### config.mk
export PLATFORM = sky130hd
export DESIGN_NAME = binary_downscale_2x2
export DESIGN_NICKNAME = d
export VERILOG_FILES = /design/src/rtl/binary_downscale_2x2.sv
export SDC_FILE = /design/constraint.sdc
export NUM_CORES = 1
export LEC_CHECK = 0
export ABC_AREA = 1
export BUFFER_PORTS_ARGS = -buffer_cell sky130_fd_sc_hd__buf_2
export CAP_MARGIN = 25
export CELL_PAD_IN_SITES_DETAIL_PLACEMENT = 0
export CELL_PAD_IN_SITES_GLOBAL_PLACEMENT = 1
export CORE_MARGIN = 1
export CORE_UTILIZATION = 47
export CTS_CLUSTER_SIZE = 12
export DETAILED_ROUTE_END_ITERATION = 8
export PLACE_DENSITY_LB_ADDON = 0.1
export SYNTH_ARGS = -nofsm -noshare
export SYNTH_HDL_FRONTEND = slang
export SYNTH_SLANG_ARGS = --single-unit
### constraint.sdc
create_clock -name clk -period 2.4 [get_ports clk]
set_clock_uncertainty 0.05 [all_clocks]
set_input_delay 0.48 -clock clk [delete_from_list [all_inputs] [get_ports clk]]
set_output_delay 0.48 -clock clk [all_outputs]
set_load 0.02 [all_outputs]
### src/rtl/binary_downscale_2x2.sv
// 2x2 binary-image decimator: one thresholded output pixel per non-overlapping 2x2 block.
// Optional RESIZE_CNT_OUT_EN adds dout_cnt, the raw ones count of each emitted block.
module binary_downscale_2x2 #(
  parameter int unsigned IMG_W  = 64,
  parameter int unsigned IMG_H  = 64,
  parameter int unsigned THRESH = 2
) (
  input  logic       clk,
  input  logic       rst_n,
  input  logic       din_valid,
  input  logic       din,
  input  logic       din_sof,
  input  logic [2:0] cfg_thresh,
  output logic       dout_valid,
  output logic       dout,
  output logic       dout_sof,
  output logic       dout_eol,
`ifdef RESIZE_CNT_OUT_EN
  output logic [2:0] dout_cnt,
`endif
  output logic       frame_done
);

  if ((IMG_W < 2) || (IMG_W % 2 != 0)) begin : gen_bad_width
    $error("IMG_W must be even and >= 2");
  end
  if ((IMG_H < 2) || (IMG_H % 2 != 0)) begin : gen_bad_height
    $error("IMG_H must be even and >= 2");
  end
  if (THRESH > 7) begin : gen_bad_thresh
    $error("THRESH must be in 0..7");
  end

  localparam int unsigned CW = $clog2(IMG_W);
  localparam int unsigned RW = $clog2(IMG_H);
  localparam logic [CW-1:0] ColLast = CW'(IMG_W - 1);
  localparam logic [RW-1:0] RowLast = RW'(IMG_H - 1);
  localparam logic [CW-1:0] ColOne  = CW'(1);
  localparam logic [RW-1:0] RowOne  = RW'(1);

  logic [CW-1:0]  col_q, col_d, cur_col;
  logic [RW-1:0]  row_q, row_d, cur_row;
  logic [IMG_W:0] line_q;
  logic [2:0]     thr_q;
  logic [2:0]     cnt;
  logic           emit, col_last, row_last;

  // line_q[0] is the left neighbour, [IMG_W-1] the pixel above, [IMG_W] the one above-left.
  always_comb begin
    cur_col  = din_sof ? '0 : col_q;
    cur_row  = din_sof ? '0 : row_q;
    col_last = (cur_col == ColLast);
    row_last = (cur_row == RowLast);
    emit     = din_valid && cur_col[0] && cur_row[0];
    cnt      = {2'b00, line_q[IMG_W]} + {2'b00, line_q[IMG_W-1]}
             + {2'b00, line_q[0]} + {2'b00, din};
    col_d    = col_last ? '0 : cur_col + ColOne;
    row_d    = cur_row;
    if (col_last) begin
      row_d = row_last ? '0 : cur_row + RowOne;
    end
  end

  always_ff @(posedge clk or negedge rst_n) begin
    if (!rst_n) begin
      col_q      <= '0;
      row_q      <= '0;
      line_q     <= '0;
      thr_q      <= 3'(THRESH);
      dout_valid <= 1'b0;
      dout       <= 1'b0;
      dout_sof   <= 1'b0;
      dout_eol   <= 1'b0;
      frame_done <= 1'b0;
    end else begin
      dout_valid <= emit;
      dout       <= emit && (cnt >= thr_q);
      dout_sof   <= emit && (cur_row == RowOne) && (cur_col == ColOne);
      dout_eol   <= emit && col_last;
      frame_done <= emit && col_last && row_last;
      if (din_valid) begin
        col_q  <= col_d;
        row_q  <= row_d;
        line_q <= {line_q[IMG_W-1:0], din};
        if (din_sof) begin
          thr_q <= cfg_thresh;
        end
      end
    end
  end

`ifdef RESIZE_CNT_OUT_EN
  always_ff @(posedge clk or negedge rst_n) begin
    if (!rst_n) begin
      dout_cnt <= 3'd0;
    end else begin
      dout_cnt <= emit ? cnt : 3'd0;
    end
  end
`endif

endmodule

==> load_flow_metrics.sql <==
INSERT INTO impl_metrics (metric_group, metric, value, unit) VALUES
('setup_path', 'worst_setup_path_end_kind', 'flip-flop', ''),
('logic_synthesis', 'portion_of_the_post_synthesis_area_used_by_sequential_elements', '0.585', ''),
('setup_path', 'worst-r2r-cell-count', '8', ''),
('setup_path', 'crit_path_launch_type', 'flip-flop', ''),
('cts', 'cts_hold_buf', '0', ''),
('timing', 'worst_slew_margin_rel', '0.617', ''),
('logic_synthesis', 'synth_nets', '409', ''),
('logic_synthesis', 'dominantRegCellSynth', 'dfrtp_1', ''),
('global_routing', 'grt_pass1_vias', '2586', ''),
('cts', 'clk_latency', '0.34', 'ns'),
('logic_synthesis', 'postSynth.asyncResetShare', '1.00', ''),
('floorplanning', 'die-width', '90.0', 'um'),
('layout', 'antenna_cells_inserted', '0', ''),
('power_and_ir_drop', 'p_total', '3.24', 'mW'),
('detailed_routing', 'vias_per_cell', '4.80', ''),
('floorplanning', 'die_footprint', '0.00809', 'sq mm'),
('power_and_ir_drop', 'swShare', '0.248', ''),
('logic_synthesis', 'post-synth-top-area-cell', 'dfrtp_1', ''),
('outcome', 'outcome', 'finished, final reports clean', ''),
('cts', 'clkSlewWorstSetupHoldPaths', '0.08', 'ns'),
('setup_path', 'worstReg2RegEnd', 'dout$_DFF_PN0_', ''),
('timing', 'post-route-period-util', '0.896', ''),
('detailed_routing', 'ant_nets', '0', ''),
('logic_synthesis', 'postSynthRegisterBits', '85', ''),
('timing', 'grt_setup_unrepaired', 'no', ''),
('global_routing', 'grt.overflow.total', '0', ''),
('cts', 'clock_tree.root_cell', 'clkbuf_8', ''),
('setup_path', 'worstPathRequired', '2.59', 'ns'),
('timing', 'setup_viol_count_final', '0', ''),
('setup_path', 'worst_path_largest_cell_delay', '0.46', 'ns'),
('timing', 'finalCriticalPeriod', '2.15', 'ns'),
('cts', 'post_cts_resize_count', '0', ''),
('job', 'maxCapViolCount', '0', ''),
('place', 'gp_congestion', '0.792', ''),
('floorplanning', 'core_region_area', '0.00737', 'sq mm'),
('cts', 'cts_tree', 'yes', ''),
('setup_path', 'crit_path_max_fanout', '2', ''),
('logic_synthesis', 'edff_count_synth', '0', ''),
('power_and_ir_drop', 'seqPwrFrac', '0.523', ''),
('detailed_routing', 'initialDrtViolationCount', '90', ''),
('global_routing', 'globalRouteTotalUtil', '0.181', ''),
('setup_path', 'worstReg2RegStart', 'line_q[0]$_DFFE_PN0P_', ''),
('logic_synthesis', 'top_cells_by_area_synth', 'dfrtp_1 (58%), nand2_1 (10%), o21ai_0 (10%)', ''),
('setup_path', 'cp_slowest_cell', 'fa_1', ''),
('global_routing', 'antenna_found_initial', '0', ''),
('floorplanning', 'number_of_placed_i_o_pins', '13', ''),
('global_routing', 'global_route_wire_length_before_repair', '11600', 'um'),
('power_and_ir_drop', 'net-switching-power', '805', 'uW'),
('logic_synthesis', 'gate_count_of_the_mapped_netlist', '391', ''),
('setup_path', 'critical_path.cell_chain', 'fa_1, ha_1, ha_1, ha_1, a21oi_1, nor2_1, o21ai_0, inv_1', ''),
('logic_synthesis', 'synth_top_cell_area_share', '0.578', ''),
('power_and_ir_drop', 'p_leak', '1.96', 'nW'),
('detailed_routing', 'drt_first_pass_iters', '4', ''),
('layout', 'fin_nets', '422', ''),
('detailed_routing', 'routed_wirelength', '6100', 'um'),
('timing', 'final_hold_viols', '0', ''),
('power_and_ir_drop', 'worst_ir_drop_vdd', '0.404', 'mV'),
('power_and_ir_drop', 'power.share.combinational', '0.103', ''),
('logic_synthesis', 'yosys_warnings', '0', ''),
('detailed_routing', 'wl_per_cell', '12.0', 'um'),
('cts', 'cts.sinks', '85', ''),
('detailed_routing', 'dr_total_vias', '2438', ''),
('floorplanning', 'start_util', '0.493', ''),
('detailed_routing', 'drc_violations_left', '0', ''),
('floorplanning', 'core.rowCount', '31', ''),
('layout', 'layout-area-overhead-vs-synth', '11.7', '%'),
('timing', 'max_slew.worst_pin.slew', '0.574', 'ns'),
('cts', 'cts_setup_buffers', '0', ''),
('timing', 'final_tns_setup', '0', 'ns'),
('setup_path', 'cp_data_arrival_time', '2.34', 'ns'),
('floorplanning', 'chipHeight', '90.0', 'um');
final cells by class:
class	instances	area [sq um]
fill	704	3310
sequential	85	2130
multi-input combinational	231	1200
inverter	58	225
timing repair buffer	19	140
clock buffer	9	124
tap	99	124
clock inverter	7	123
through the flow:
step / instances / instance area (sq um) / hold WS, ns / utilization / setup WS (ns)
after floorplan: 391 / 3640 / 0.134 / - / 0.236
after global placement: 492 / 3810 / 0.387 / 0.517 / 0.0669
after detailed placement: 492 / 3810 / 0.389 / 0.517 / 0.0186
after CTS: 508 / 4060 / 0.00773 / 0.551 / 0.242
after global routing: 508 / 4060 / 0.0187 / 0.551 / 0.0569
final: 508 / 4060 / 0.00966 / 0.551 / 0.251
state kept, by name, indices dropped and copies added (netlist names):
register / cells
col_q: 6
dout: 1
dout_eol: 1
dout_sof: 1
dout_valid: 1
frame_done: 1
line_q: 65
row_q: 6
thr_q: 3
kinds of logic after synthesis:
family,after synthesis,share of synthesized area
AO/OA/AOI/OAI,83,0.118
XOR/XNOR,2,0.00482
AND/OR/NAND/NOR,135,0.166
buffers and inverters,75,0.0857
flip-flops,85,0.585
adder cells (fa/ha/maj),10,0.0365
multiplexers,1,0.00310
worst max-delay path by stage:
stage | start | end | slack [ns] | depth (start not counted)
after floorplan | din | dout$_DFF_PN0_ | 0.24 | 8
after global placement | din | dout$_DFF_PN0_ | 0.07 | 9
after detailed placement | din | dout$_DFF_PN0_ | 0.02 | 9
after CTS | line_q[0]$_DFFE_PN0P_ | dout$_DFF_PN0_ | 0.24 | 8
after global routing | line_q[0]$_DFFE_PN0P_ | dout$_DFF_PN0_ | 0.06 | 8
final | line_q[0]$_DFFE_PN0P_ | dout$_DFF_PN0_ | 0.25 | 8
power groups by stage:
stage               Combinational, mW  Sequential [mW]  Clock (mW)
finish                          0.333             1.69        1.22
global route                    0.410             1.72        1.31
CTS                             0.343             1.70        1.25
detailed placement              0.340             1.72           0
global placement                0.327             1.72           0
floorplan                       0.241             1.70           0
synthesized netlist by cell type, types with 3 or more instances:
cell,instances
buf_2,9
ha_1,9
clkbuf_1,6
dfrtp_1,84
nand2_2,4
inv_1,54
nor2_1,11
nand2_4,3
nand4_1,4
nand2_1,99
nor2_2,3
inv_2,3
o21ai_0,74
nand3_1,4
a21oi_1,4
routing by layer:
metal | part of all wire | global-route usage
met1 | 0.50 | 0.242
met2 | 0.47 | 0.292
met3 | 0.023 | 0.0415
met4 | 0.011 | 0.0672
met5 | 0 | 0
critical path: cells and delay by family, from the launching register on:
family | cells | cell delay (ns)
buffers and inverters | 1 | 0.05
adders and majority gates | 4 | 1.20
DFF | 1 | 0.40
and+or+nand+nor | 1 | 0.05
AOI/OAI and AO/OA | 2 | 0.28
Note: power is estimated with default switching activity, not from simulation.
